**src/rtl/kmeans_pkg.sv**
```systemverilog
// rtl/kmeans_pkg.sv - shared register map, STATUS layout and FSM state encoding
package kmeans_pkg;

  typedef enum logic [1:0] {
    ST_IDLE  = 2'd0,
    ST_RUN   = 2'd1,
    ST_CHECK = 2'd2,
    ST_DONE  = 2'd3
  } state_t;

  localparam int unsigned REG_CTRL     = 'h00;
  localparam int unsigned REG_STATUS   = 'h01;
  localparam int unsigned REG_MAX_ITER = 'h02;
  localparam int unsigned RF_BASE      = 'h10;

  localparam int unsigned CTRL_START_BIT   = 0;
  localparam int unsigned CTRL_ABORT_BIT   = 1;
  localparam int unsigned CTRL_IRQ_CLR_BIT = 2;

  localparam int unsigned STAT_STATE_LSB = 0;
  localparam int unsigned STAT_CONV_BIT  = 2;
  localparam int unsigned STAT_DONE_BIT  = 3;
  localparam int unsigned STAT_ITER_LSB  = 4;

  function automatic logic is_busy(input state_t s);
    return (s == ST_RUN) || (s == ST_CHECK);
  endfunction

endpackage

```
**src/rtl/kmeans_apb_if.sv**
```systemverilog
// rtl/kmeans_apb_if.sv - APB phase decode, local/forwarded split and wait-state generation
module kmeans_apb_if #(
  parameter int addrWidth = 8,
  parameter int dataWidth = 91
) (
  input  logic                 clk,
  input  logic                 rst,
  input  logic [addrWidth-1:0] paddr,
  input  logic                 pwrite,
  input  logic                 psel,
  input  logic                 penable,
  input  logic [dataWidth-1:0] pwdata,
  output logic [dataWidth-1:0] prdata,
  output logic                 pready,
  input  logic                 busy,
  input  logic [dataWidth-1:0] loc_rdata,
  output logic                 loc_we,
  output logic                 rf_we,
  output logic [addrWidth-1:0] rf_addr,
  output logic [dataWidth-1:0] rf_wdata,
  input  logic [dataWidth-1:0] rf_rdata
);
  import kmeans_pkg::*;

  logic access;
  logic fwd;
  logic rd_wait;

  assign access = psel & penable & ~rst;
  assign fwd    = (paddr >= addrWidth'(RF_BASE));

  // Marks that a forwarded read already presented its address; rf_rdata is valid next cycle.
  always_ff @(posedge clk or posedge rst) begin
    if (rst) begin
      rd_wait <= 1'b0;
    end else begin
      rd_wait <= access & fwd & ~pwrite & ~busy & ~rd_wait;
    end
  end

  assign pready   = access & (~fwd | (pwrite ? ~busy : rd_wait));
  assign loc_we   = access & ~fwd & pwrite;
  assign rf_we    = access & fwd & pwrite & ~busy;
  assign rf_addr  = (psel & fwd & ~rst) ? paddr : '0;
  assign rf_wdata = (psel & fwd & pwrite & ~rst) ? pwdata : '0;
  assign prdata   = (pready & ~pwrite) ? (fwd ? rf_rdata : loc_rdata) : '0;

endmodule

```
**src/rtl/kmeans_seq_ctrl.sv**
```systemverilog
// rtl/kmeans_seq_ctrl.sv - k-means iteration sequencer with APB registers and register-file bridge
module kmeans_seq_ctrl #(
  parameter int addrWidth = 8,
  parameter int dataWidth = 91,
  parameter int iterWidth = 8
) (
  input  logic                 clk,
  input  logic                 rst,
  input  logic [addrWidth-1:0] paddr,
  input  logic                 pwrite,
  input  logic                 psel,
  input  logic                 penable,
  input  logic [dataWidth-1:0] pwdata,
  output logic [dataWidth-1:0] prdata,
  output logic                 pready,
  output logic                 rf_we,
  output logic [addrWidth-1:0] rf_addr,
  output logic [dataWidth-1:0] rf_wdata,
  input  logic [dataWidth-1:0] rf_rdata,
  output logic                 core_start,
  output logic                 core_abort,
  input  logic                 core_iter_done,
  input  logic                 core_converged,
  output logic                 irq
);
  import kmeans_pkg::*;

  state_t               state, state_nx;
  logic [iterWidth-1:0] iter_cnt, max_iter, eff_max;
  logic                 converged, done;
  logic                 loc_we;
  logic [dataWidth-1:0] loc_rdata, status;
  logic                 ctrl_wr, max_wr, start_req, abort_req, irq_clr;
  logic                 do_start, do_count, do_done;
  logic                 unused_pwdata;

  kmeans_apb_if #(.addrWidth(addrWidth), .dataWidth(dataWidth)) u_apb_if (
    .clk(clk), .rst(rst), .paddr(paddr), .pwrite(pwrite), .psel(psel),
    .penable(penable), .pwdata(pwdata), .prdata(prdata), .pready(pready),
    .busy(is_busy(state)), .loc_rdata(loc_rdata), .loc_we(loc_we),
    .rf_we(rf_we), .rf_addr(rf_addr), .rf_wdata(rf_wdata), .rf_rdata(rf_rdata)
  );

  assign ctrl_wr       = loc_we && (paddr == addrWidth'(REG_CTRL));
  assign max_wr        = loc_we && (paddr == addrWidth'(REG_MAX_ITER));
  assign start_req     = ctrl_wr && pwdata[CTRL_START_BIT];
  assign abort_req     = ctrl_wr && pwdata[CTRL_ABORT_BIT];
  assign irq_clr       = ctrl_wr && pwdata[CTRL_IRQ_CLR_BIT];
  assign eff_max       = (max_iter == '0) ? iterWidth'(1) : max_iter;
  assign unused_pwdata = ^pwdata;

  always_comb begin
    status = '0;
    status[STAT_STATE_LSB +: 2]         = state;
    status[STAT_CONV_BIT]               = converged;
    status[STAT_DONE_BIT]               = done;
    status[STAT_ITER_LSB +: iterWidth]  = iter_cnt;
    loc_rdata = '0;
    if (paddr == addrWidth'(REG_STATUS)) begin
      loc_rdata = status;
    end else if (paddr == addrWidth'(REG_MAX_ITER)) begin
      loc_rdata[iterWidth-1:0] = max_iter;
    end
  end

  // Abort is checked before start so a combined CTRL write in RUN/CHECK only aborts.
  always_comb begin
    state_nx   = state;
    core_start = 1'b0;
    core_abort = 1'b0;
    do_start   = 1'b0;
    do_count   = 1'b0;
    do_done    = 1'b0;
    case (state)
      ST_IDLE, ST_DONE: begin
        if (start_req) begin
          state_nx   = ST_RUN;
          core_start = 1'b1;
          do_start   = 1'b1;
        end
      end
      ST_RUN: begin
        if (abort_req) begin
          state_nx   = ST_IDLE;
          core_abort = 1'b1;
        end else if (core_iter_done) begin
          state_nx = ST_CHECK;
          do_count = 1'b1;
        end
      end
      ST_CHECK: begin
        if (abort_req) begin
          state_nx   = ST_IDLE;
          core_abort = 1'b1;
        end else if (converged || (iter_cnt >= eff_max)) begin
          state_nx = ST_DONE;
          do_done  = 1'b1;
        end else begin
          state_nx   = ST_RUN;
          core_start = 1'b1;
        end
      end
      default: state_nx = ST_IDLE;
    endcase
  end

  always_ff @(posedge clk or posedge rst) begin
    if (rst) begin
      state     <= ST_IDLE;
      iter_cnt  <= '0;
      max_iter  <= iterWidth'(1);
      converged <= 1'b0;
      done      <= 1'b0;
      irq       <= 1'b0;
    end else begin
      state <= state_nx;
      if (max_wr) max_iter <= pwdata[iterWidth-1:0];
      if (irq_clr) irq <= 1'b0;
      if (do_start) begin
        iter_cnt  <= '0;
        converged <= 1'b0;
        done      <= 1'b0;
        irq       <= 1'b0;
      end
      if (do_count) begin
        if (iter_cnt != '1) iter_cnt <= iter_cnt + 1'b1;
        converged <= core_converged;
      end
      if (do_done) begin
        done <= 1'b1;
        irq  <= 1'b1;
      end
    end
  end

endmodule

```
**config.mk**
```make
export PLATFORM = sky130hd
export DESIGN_NAME = kmeans_seq_ctrl
export DESIGN_NICKNAME = d
export VERILOG_FILES = /design/src/rtl/kmeans_pkg.sv /design/src/rtl/kmeans_apb_if.sv /design/src/rtl/kmeans_seq_ctrl.sv
export SDC_FILE = /design/constraint.sdc
export NUM_CORES = 1
export LEC_CHECK = 0
export BUFFER_PORTS_ARGS = -buffer_cell sky130_fd_sc_hd__buf_2
export CORE_AREA = 2 2 151 153
export DETAILED_ROUTE_END_ITERATION = 8
export DIE_AREA = 0 0 153 155
export PLACE_DENSITY = 0.37
export SLEW_MARGIN = 20
export SYNTH_ARGS = -nofsm -noshare
export SYNTH_HDL_FRONTEND = slang
export SYNTH_SLANG_ARGS = --single-unit
```
**constraint.sdc**
```tcl
create_clock -name clk -period 2.9 [get_ports clk]
set_clock_uncertainty 0.15 [all_clocks]
set_input_delay 0.145 -clock clk [delete_from_list [all_inputs] [get_ports clk]]
set_output_delay 0.145 -clock clk [all_outputs]
set_load 0.05 [all_outputs]
```
[Word level (Yosys, flattened, before mapping)]
Cells that the tools add are included.
Storage, ports and cells
  bits in read-only memories: 0
  bits in latches: 0
  output and inout bits: 195
  bits of input ports: 197
  logic and storage cells: 93
  memories: 0
  memory bits (writable): 0
  flip-flop bits (word level): 22
Cells by class
  shifts and indexed selects: 0
  multiply operators: 0
  $add $sub $neg: 1
  multiplexer cells: 37
  equality and inequality tests: 8
  $lt $le $gt $ge: 2
  reduce and logical (&&, ||, !) cells: 16
  bitwise operators: 22
  divide/modulo/power cells: 0
Operators with widths (count)
  91-bit two-way mux: 3
  8-bit two-way mux: 7
  1-bit two-way mux: 19
  1-bit AND: 16
  8-bit zero test: 2
  2-bit two-way mux: 5
  8-bit by 1-bit adder with 8-bit output (second input constant): 1
  8-bit by 1-bit equality test with 1-bit output (second input constant): 1
  8-bit by 2-bit equality test with 1-bit output (second input constant): 1
  8-bit by 5-bit >= comparator with 1-bit output (second input constant): 1
  8-bit >= comparator: 1
  8-bit != test (second input constant): 1
  2-bit case mux with 3 select lines: 1
  1-bit logical AND: 5
  1-bit inverter: 5
  2-bit equality test (second input constant): 2
  4-bit two-way mux: 1
  2-bit nonzero test: 2
  2-bit OR reduction: 2
  3-bit != test (second input constant): 1
  3-bit nonzero test: 1
  2-bit by 1-bit equality test with 1-bit output (second input constant): 1
  2-bit zero test: 1
  1-bit logical OR: 2
  other kinds (4): 4

[Logic depth before layout (Yosys ltp)]
Gate-level depths: netlist of the first run.
  depth after elaboration: 11
  gate-level depth with buffers: 8
  depth with buffers taken out: 8

[By module]
From an unflattened synthesis of the first run, not the netlist that was laid out.
Second synthesis, totals
  cell total of the unflattened synthesis: 400
  area, all modules: 3359.5 µm²
By module, submodules not included
  kmeans_apb_if: cells an instance 253, instances 1, area each 1916.8 µm², sequential area each 25.0 µm²
  kmeans_seq_ctrl: cells an instance 147, instances 1, area each 1442.6 µm², sequential area each 526.8 µm²

[Worst setup path before layout of the first run]
No wires, ideal clock.
  path kind: register to output
  from: register max_iter[4]
  to: output core_start
  data required time: 2.605 ns
  setup slack: 0.270 ns
  arrival time: 2.335 ns
  buffers on the path: 0
  stages on the path, launching flop included: 9
  cell sequence: dfrtp_1 > nor4_1 > a41o_1 > ha_1 > nor2b_1 > o21ai_0 > a41oi_1 > nand3_1 > a21oi_1
On the way
  word-level cells in the longest chain between the ends: 7
RTL lines
  start, declared: RTL line kmeans_seq_ctrl.sv:29  | logic [iterWidth-1:0] iter_cnt, max_iter, eff_max;
  start signal, assigned: RTL line kmeans_seq_ctrl.sv:111  | max_iter <= iterWidth'(1);
  start signal, assigned: RTL line kmeans_seq_ctrl.sv:117  | if (max_wr) max_iter <= pwdata[iterWidth-1:0];
  8-bit zero test: RTL line kmeans_seq_ctrl.sv:49  | assign eff_max = (max_iter == '0) ? iterWidth'(1) : max_iter;
  8-bit two-way mux *: RTL line kmeans_seq_ctrl.sv:49
  8-bit >= comparator *: RTL line kmeans_seq_ctrl.sv:95  | end else if (converged || (iter_cnt >= eff_max)) begin
  1-bit logical OR *: RTL line kmeans_seq_ctrl.sv:95
  1-bit two-way mux *: RTL line kmeans_seq_ctrl.sv:95
  1-bit two-way mux *: RTL line kmeans_seq_ctrl.sv:92  | if (abort_req) begin
  1-bit case mux with 2 select lines *: RTL line kmeans_seq_ctrl.sv:74  | case (state)
  end, declared: RTL line kmeans_seq_ctrl.sv:20  | output logic core_start,
Every way passes the cells marked *; elsewhere a longest branch is shown, timed or not.

[Worst setup path in the final report of the first run]
Ends and elaborated chain as after synthesis.

==> run_results.csv, run 1 <==
group,metric,value,unit
job,cap_violations,0,
power_and_ir_drop,ir_worst_vdd,0.000225,V
synthesis,syn_inst,383,
worst_setup_path,slowest_delay,420,ps
placed_design,gp_congestion,0.850,
routing,drc_errors,0,
power_and_ir_drop,power_density,330,mW/mm2
routing,drtPass1Iterations,7,
worst_setup_path,worstReg2RegStart,"max_iter[4]$_DFFE_PP0P_",
timing,drv_slew,0,
routing,detail_route.vias_per_cell,4.21,
power_and_ir_drop,power_frac_comb,51.0,%
worst_setup_path,cp_data_arrival_time,2480,ps
worst_setup_path,worstPathRequired,2610,ps
clock_network,cts.path.max_buffers,2,
finish,design_area,0.00532,mm2
timing,period_share,95.6,%
finish,fillers,2568,
die,die_w,153,um
outcome,outcome,"finished clean",
hold_path,min_path_cells,2,
die,die_h,155,um
die,io_pins,392,
synthesis,synth_ff_type,"dfrtp_1",
finish,fin_nets,969,
die,rows,55,
synthesis,synth_top_area_share,21.3,%
finish,fin_cells,1047,
power_and_ir_drop,power.leakage,3.48,nW
power_and_ir_drop,sw_frac_of_total,42.8,%
finish,final_core_util,23.9,%
routing,drt-total-wl,21.0,mm
synthesis,synthArstFlopShare,100,%
clock_network,root_buffer,"clkbuf_16",
timing,finalSetupViolations,0,
synthesis,synth_area,0.00285,mm2
timing,rsz0062_at_grt,"false",
clock_network,cts_tree,"done",
finish,regArea,552,um2
synthesis,ys_types,46,
hold_path,min_to,"max_iter[3]$_DFFE_PP0P_",
worst_setup_path,start_kind,"flip-flop",
finish,multiInputGateArea,0.00213,mm2
clock_network,clock_latency,260,ps
synthesis,synth-edff-count,0,
grt,grt_max_degree,84,
grt,grt_pass1_vias,4183,
die,initial_core_util,12.8,%
hold_path,min_from,"pwdata[3]",
die,dieArea,0.0237,mm2
timing,timing.final.crit_period,2770,ps
synthesis,synth-seq-cells,22,
grt,grt_usage,16.3,%
worst_setup_path,rr_endpoint,"state[1]$_DFFE_PP0P_",
routing,wire_per_inst,20.1,um
worst_setup_path,r2r_cells,8,
worst_setup_path,critPathKind,"reg -> out",
routing,vias,4409,
routing,ant_nets,0,
worst_setup_path,crit_path_cell_trace,"nor4_2 > a41o_1 > ha_1 > nor2b_1 > o21ai_0 > a41oi_2 > nand3_1 > a21oi_1 > buf_4",
synthesis,syn-num-nets,591,
clock_network,cts_made_buffers,3,
timing,tightest_slew,603,ps
timing,setup-tns-final,0,ps
clock_network,cts_htree_levels,1,
power_and_ir_drop,p_seq_share,26.5,%
synthesis,ys_seq_area_share,19.4,%
synthesis,synth_top_cell_by_area,"and3_1",
synthesis,ys_warn_count,0,
placed_design,placed_area,0.00514,mm2
finish,layout_common_cells,"buf_2 (389), and3_1 (96), and2_1 (84), nor2_1 (21), dfrtp_1 (21)",
timing,finalHoldViolations,0,
finish,drive_above_1_share,55.7,%
power_and_ir_drop,clkPwrFrac,22.5,%
clock_network,cts_sinks,22,
synthesis,syn_avg_cell_area,7.44,um2
finish,layout_commonest_cell,"buf_2",
worst_setup_path,crit_fanout,4,
hold_path,hp-class,"in -> reg",
placed_design,io_buffers,391,
worst_setup_path,r2r_slack,560,ps
placed_design,dp.final_hpwl,18.3,mm
grt,grt-ovfl-total,0,
worst_setup_path,endpoint_kind,"output pin",
worst_setup_path,critical-path-slowest-cell,"dfrtp_1",
clock_network,path_clk_slew,70,ps
synthesis,synth.area.top_cells,"and3_1 (21%), and2_1 (18%), dfrtp_1 (18%)",
power_and_ir_drop,power_switching,0.752,mW
die,core,0.0222,mm2
placed_design,dp.cells,1036,
grt,grt_pass1_wl,28.5,mm
finish,area_growth,86.7,%
power_and_ir_drop,internal_power,1.00,mW
grt,antenna_found_initial,6,
timing,clock.fmax,0.361,GHz
routing,drtIter0Drc,273,
timing,maxSlewHeadroom,59.8,%
-- critical path: cells and delay by family, from the launching register on --
kind | cells | cell delay, ps
flops | 1 | 420
fa+ha+maj | 1 | 220
compound gates | 4 | 790
buf+inv | 1 | 240
simple gates | 3 | 540
-- cells by family after synthesis --
kind of cell	share of synthesized area [%]
compound gates	11.1
xor+xnor	1.23
fa+ha+maj	4.83
buf+inv	6.59
flops	19.4
mux	4.61
simple gates	52.3
-- worst max-delay path by stage --
stage | start | depth (start not counted) | endpoint | slack, ps
6_report | max_iter[4]$_DFFE_PP0P_ | 9 | core_start | 130
3_5_place_dp | max_iter[6]$_DFFE_PP0P_ | 9 | core_start | 280
3_3_place_gp | max_iter[4]$_DFFE_PP0P_ | 9 | core_start | 330
2_1_floorplan | max_iter[4]$_DFFE_PP0P_ | 8 | core_start | 270
4_1_cts | max_iter[4]$_DFFE_PP0P_ | 9 | core_start | 40
5_1_grt | max_iter[4]$_DFFE_PP0P_ | 9 | core_start | 20
-- layout make-up --
cell class                      instances  share of cell area [%]
Timing Repair Buffer                  407                    39.8
Multi-Input combinational cell        313                    40.0
Inverter                               14                   0.988
Clock buffer                            3                    1.41
Clock inverter                          1                   0.564
Sequential cell                        22                    10.4
Tap cell                              285                    6.70
Antenna cell                            2                  0.0941
-- flip-flops by register name (all words and copies together), names as in the netlist --
| signal | cells |
|---|---|
| iter_cnt | 8 |
| max_iter | 8 |
| state | 2 |
| converged | 1 |
| done | 1 |
| irq | 1 |
| u_apb_if.rd_wait | 1 |
-- synthesized netlist by cell type, types with 2 or more instances --
master    instances
inv_1            14
and3_1           97
mux2_1            7
nand2b_1          2
mux2_2            2
or4_4             2
nand2_1          15
nor2_1           21
o21ai_1           2
or3_1             2
xor2_1            2
a22oi_1           4
a222oi_1          8
dfrtp_1          21
ha_1             11
o21ai_0           5
a211oi_1          2
nor4_4            2
nor3_1            3
a21o_1            3
xnor2_1           2
a21oi_1           8
mux2i_1           3
clkbuf_1         33
nand3_1           7
and2_1           84
a211o_1           2
-- stage by stage --
stage / hold WS (ps) / setup WS (ps) / total power [mW]
5_1_grt: 17.6 / 19.2 / 1.89
3_5_place_dp: 205 / 281 / 1.36
4_1_cts: 17.6 / 38.3 / 1.77
3_3_place_gp: 200 / 332 / 1.36
6_report: 0.961 / 126 / 1.76
2_1_floorplan: 20.1 / 270 / 1.00
-- routing by layer --
metal | up-vias | part of all wire, % | global-route usage, %
li1 | 2105 | - | -
met1 | 2029 | 37 | 18.4
met2 | 245 | 51 | 30.0
met3 | 28 | 6.7 | 3.23
met4 | 2 | 4.5 | 6.26
met5 | - | 0.062 | 0
-- power groups by stage --
stage          sequential [mW]  clock [mW]  combinational, mW
3_3_place_gp             0.474           0              0.889
6_report                 0.465       0.396              0.894
2_1_floorplan            0.449           0              0.555
5_1_grt                  0.479       0.424              0.987
4_1_cts                  0.468       0.406              0.892
3_5_place_dp             0.474           0              0.885
-- repair_timing --
action	in CTS	in global routing
endpoints found under the setup margin	1	1
setup buffers	0	0
pin swaps	0	1
gates cloned	0	0
hold buffers	5	0
resized for setup	1	2
endpoints found under the hold margin	5	0
No activity file was read; power rests on OpenSTA's default activity.
==> run 2, diff against run 1 <==
CORE_AREA = 2 2 153 155   (was 2 2 151 153)
DIE_AREA = 0 0 155 157   (was 0 0 153 155)
clock period = 2.2 ns   (was 2.9 ns; I/O delays follow)
==> run_results.csv, run 2 (same netlist as run 1, synthesis figures left out) <==
group,metric,value,unit
worst_setup_path,rr_endpoint,"state[1]$_DFFE_PP0P_",
grt,grt_pass1_wl,28.3,mm
timing,finalSetupViolations,2,
power_and_ir_drop,power.leakage,3.65,nW
finish,reg.largest.list,"iter_cnt (8), max_iter (8), state (2)",
power_and_ir_drop,power_frac_comb,57.6,%
routing,drtPass1Iterations,5,
timing,period_share,114,%
worst_setup_path,crit_fanout,2,
power_and_ir_drop,p_seq_share,25.1,%
grt,grt_usage,15.7,%
routing,drt-total-wl,21.7,mm
worst_setup_path,worstPathRequired,1940,ps
timing,timing.final.ws_setup,-318,ps
finish,fin_cells,1085,
routing,detail_route.vias_per_cell,4.13,
routing,wire_per_inst,20.0,um
routing,vias,4484,
timing,finalHoldViolations,0,
worst_setup_path,r2r_cells,9,
routing,ant_nets,0,
grt,grt_max_degree,87,
finish,drive_above_1_share,58.9,%
power_and_ir_drop,power_density,389,mW/mm2
hold_path,min_to,"max_iter[0]$_DFFE_PP1P_",
die,core,0.0225,mm2
worst_setup_path,r2r_slack,-20,ps
timing,timing.final.crit_period,2520,ps
worst_setup_path,crit_buf_inv,1,
worst_setup_path,critical-path-slowest-cell,"dfrtp_1",
clock_network,clock_latency,250,ps
hold_path,min_path_cells,2,
worst_setup_path,endpoint_kind,"output pin",
hold_path,hp-class,"in -> reg",
placed_design,dp.final_hpwl,18.3,mm
finish,area_growth,109,%
timing,tightest_slew,630,ps
grt,grt_pass1_vias,4188,
timing,setup-tns-final,-341,ps
worst_setup_path,slowest_delay,410,ps
clock_network,path_clk_slew,60,ps
routing,drtIter0Drc,219,
worst_setup_path,cp_top_family,"compound AO/OA/AOI/OAI gates",
finish,fillers,2545,
timing,whs,26.9,ps
clock_network,cts_made_buffers,3,
die,rows,55,
timing,rsz0062_at_grt,"true",
clock_network,cts.path.max_buffers,2,
timing,clock.fmax,0.397,GHz
placed_design,io_buffers,391,
timing,maxSlewHeadroom,58.0,%
die,initial_core_util,12.7,%
power_and_ir_drop,ir_worst_vdd,0.000284,V
finish,layout_commonest_cell,"buf_2",
worst_setup_path,crit_path_cell_trace,"nor4_4 > a41o_1 > ha_1 > nor2b_1 > o21ai_1 > a41oi_2 > nand3_1 > a21oi_2 > buf_6",
power_and_ir_drop,clkPwrFrac,17.4,%
clock_network,cts_tree,"done",
die,dieArea,0.0243,mm2
worst_setup_path,start_kind,"flip-flop",
die,die_w,155,um
clock_network,cts_htree_levels,1,
placed_design,gp_congestion,0.778,
die,die_h,157,um
routing,drc_errors,0,
grt,met2_usage,24.2,%
placed_design,dp.cells,1063,
grt,met1_usage,22.3,%
grt,antenna_found_initial,10,
power_and_ir_drop,internal_power,1.30,mW
job,cap_violations,0,
clock_network,root_buffer,"clkbuf_16",
power_and_ir_drop,sw_frac_of_total,44.0,%
grt,grtUsageMet3,4.85,%
timing,drv_slew,0,
worst_setup_path,critPathKind,"reg -> out",
die,io_pins,392,
clock_network,cts_sinks,22,
grt,grt-ovfl-total,0,
power_and_ir_drop,power_switching,1.02,mW
hold_path,min_from,"pwdata[0]",
worst_setup_path,cp_data_arrival_time,2260,ps
grt,grt.busiest_layer,"met2",
finish,layout_common_cells,"buf_2 (322), and3_1 (92), and2_1 (82), clkbuf_4 (56), buf_4 (45)",
outcome,outcome,"finished, violations left",
worst_setup_path,worstReg2RegStart,"max_iter[5]$_DFFE_PP0P_",
outcome,violations,"setup timing",
finish,fin_nets,1007,
==> run 2: changes by cell type in the layout (fill, tap and decap cells not counted), sizes merged <==
cell         change
clkbuf          +58
clkinvlp         +1
bufinv           -1
buf             -24
dlygate4sd3      +5
inv              -1
==> run 2: worst max-delay path by stage <==
| stage | depth (start not counted) | startpoint | to |
|---|---|---|---|
| 3_3_place_gp | 9 | max_iter[4]$_DFFE_PP0P_ | core_start |
| 2_1_floorplan | 5 | paddr[7] | prdata[10] |
| 5_1_grt | 9 | max_iter[5]$_DFFE_PP0P_ | core_start |
| 3_5_place_dp | 9 | max_iter[4]$_DFFE_PP0P_ | core_start |
| 6_report | 9 | max_iter[5]$_DFFE_PP0P_ | core_start |
| 4_1_cts | 9 | max_iter[5]$_DFFE_PP0P_ | core_start |
==> run 2: per-layer routing <==
metal | vias to the layer above | part of all wire (%) | wire [um]
met4 | 2 | 0.65 | 141
li1 | 2176 | - | -
met3 | 8 | 9.5 | 2050
met1 | 2035 | 44 | 9630
met5 | - | 0.055 | 12
met2 | 263 | 45 | 9850
==> run 2: layout make-up <==
cell class                      instances  area (um2)  share of cell area [%]
Antenna cell                            2        5.00                  0.0842
Clock buffer                            4        78.8                    1.33
Inverter                               14        56.3                   0.947
Multi-Input combinational cell        313        2210                    37.2
Sequential cell                        22         552                    9.28
Tap cell                              285         357                    6.00
Timing Repair Buffer                  445        2680                    45.1
==> run 2: stage by stage <==
stage,worst slack [ps],cell area (um2),total power [mW],util (%)
2_1_floorplan,-207,2880,1.33,-
3_3_place_gp,-256,5460,1.89,24.3
3_5_place_dp,-318,5460,1.88,24.3
4_1_cts,-313,5670,2.33,25.2
5_1_grt,-437,5940,2.50,26.4
6_report,-318,5950,2.32,26.4
==> run 2: repair_timing <==
item,CTS,global route
cloned,0,3
pin swaps,5,3
resized for setup,6,89
endpoints found under the hold margin,30,0
setup buffers,1,2
setup endpoints to repair,4,116
hold buffers,10,0
==> run 2: power groups by stage <==
stage	logic [mW]	clock network, mW	registers (mW)
detailed placement	1.29	0	0.590
global route	1.47	0.434	0.596
floorplan	0.737	0	0.592
finish	1.33	0.403	0.580
CTS	1.33	0.416	0.585
global placement	1.30	0	0.589
==> run 3, diff against run 2 <==
SKIP_CTS_REPAIR_TIMING = 1   (was default)
==> run_results.csv, run 3 (same netlist as run 1, synthesis figures left out) <==
group,metric,value,unit
outcome,outcome,"finished, violations left",
outcome,violations,"setup timing",
clock_network,cts_made_buffers,3,
grt,grt_max_degree,87,
die,core,0.0225,mm2
finish,layout_common_cells,"buf_2 (374), and3_1 (92), and2_1 (84), buf_4 (44), dfrtp_1 (21)",
worst_setup_path,critPathKind,"reg -> out",
clock_network,cts_sinks,22,
grt,grt_pass1_wl,28.0,mm
placed_design,io_buffers,391,
clock_network,root_buffer,"clkbuf_16",
clock_network,cts.path.max_buffers,2,
grt,grt_usage,15.6,%
worst_setup_path,critPathCapture,"core_start",
die,die_w,155,um
worst_setup_path,rr_endpoint,"state[1]$_DFFE_PP0P_",
worst_setup_path,endpoint_kind,"output pin",
worst_setup_path,worstReg2RegStart,"max_iter[5]$_DFFE_PP0P_",
die,dieArea,0.0243,mm2
routing,vias,4410,
finish,reg.largest.list,"iter_cnt (8), max_iter (8), state (2)",
worst_setup_path,r2r_cells,9,
power_and_ir_drop,p_total,2.31,mW
die,io_pins,392,
die,die_h,157,um
power_and_ir_drop,ir_worst_vdd,0.000284,V
worst_setup_path,start_kind,"flip-flop",
routing,drtIter0Drc,259,
routing,wire_per_inst,19.6,um
worst_setup_path,startpoint,"max_iter[5]$_DFFE_PP0P_",
timing,period_share,116,%
finish,layout_commonest_cell,"buf_2",
grt,antenna_found_initial,11,
clock_network,cts_tree,"done",
timing,finalSetupViolations,2,
grt,grt-ovfl-total,0,
routing,drt-total-wl,21.2,mm
timing,clock.fmax,0.394,GHz
routing,drtPass1Iterations,5,
timing,finalHoldViolations,0,
finish,area_growth,102,%
finish,final_core_util,25.5,%
routing,detail_route.vias_per_cell,4.08,
job,cap_violations,0,
power_and_ir_drop,power_density,402,mW/mm2
timing,drv_slew,0,
clock_network,cts_htree_levels,1,
hold_path,hp-class,"in -> reg",
clock_network,clock_latency,250,ps
power_and_ir_drop,power.leakage,3.65,nW
finish,fin_nets,1003,
timing,maxSlewHeadroom,58.4,%
finish,drive_above_1_share,58.6,%
worst_setup_path,worstPathRequired,1940,ps
clock_network,path_clk_slew,60,ps
die,rows,55,
worst_setup_path,crit_fanout,2,
timing,rsz0062_at_grt,"true",
grt,grt_pass1_vias,4123,
placed_design,dp.final_hpwl,18.3,mm
placed_design,gp_congestion,0.778,
worst_setup_path,cp_data_arrival_time,2280,ps
routing,ant_nets,0,
routing,drc_errors,0,
timing,timing.final.crit_period,2540,ps
worst_setup_path,r2r_slack,-50,ps
timing,tightest_slew,623,ps
timing,timing.final.ws_setup,-341,ps
die,initial_core_util,12.7,%
[run 3: worst min path at each step]
| stage | startpoint | to | slack, ps | depth (start not counted) |
|---|---|---|---|---|
| after global placement | rst | u_apb_if.rd_wait$_DFF_PP0_ | 160 | 3 |
| final | penable | u_apb_if.rd_wait$_DFF_PP0_ | 7 | 3 |
| after floorplan | rst | converged$_DFFE_PP0P_ | -160 | 1 |
| after CTS | rst | u_apb_if.rd_wait$_DFF_PP0_ | -110 | 3 |
| after detailed placement | rst | u_apb_if.rd_wait$_DFF_PP0_ | 160 | 3 |
| after global routing | penable | u_apb_if.rd_wait$_DFF_PP0_ | 30 | 3 |
[run 3: report_power, final]
group / switching [mW] / total, mW / internal, mW / leakage [nW]
logic: 0.770 / 1.33 / 0.558 / 3.33
registers: 0.0920 / 0.580 / 0.488 / 0.277
clock network: 0.153 / 0.401 / 0.247 / 0.0382
[run 3: metrics by stage]
stage / instance area [um2] / cells / hold WS [ps] / setup slack [ps] / TNS, ps
after floorplan: 2880 / 383 / -157 / -207 / -1350
after global placement: 5460 / 1063 / 161 / -256 / -342
after detailed placement: 5460 / 1063 / 161 / -318 / -571
after CTS: 5540 / 1067 / -115 / -609 / -887
after global routing: 5750 / 1080 / 29.5 / -462 / -752
final: 5750 / 1081 / 6.96 / -341 / -390
[run 3: final cells by class]
type | instances | area, um2
clock buffers | 4 | 78.8
inverters | 14 | 56.3
multi-input cells | 313 | 2190
diodes | 2 | 5.00
fillers | 2546 | 16800
flip-flops and latches | 22 | 552
repair buffers | 441 | 2500
well taps | 285 | 357
[run 3: layer usage]
| layer | track usage (%) | part of all wire (%) | vias up |
|---|---|---|---|
| met1 | 22.2 | 46 | 1991 |
| met2 | 23.8 | 45 | 243 |
| met5 | 0 | 0.047 | - |
| met4 | 1.50 | 0.66 | 2 |
| met3 | 4.98 | 8.9 | 8 |
| li1 | - | - | 2166 |
[run 3: worst max-delay path: stages, from the launching register on]
cell	delay, ps
dfrtp_1	390
nor4_2	360
a41o_1	210
ha_1	220
nor2b_1	110
o21ai_1	80
a41oi_2	180
nand3_1	120
a21oi_2	170
buf_6	180
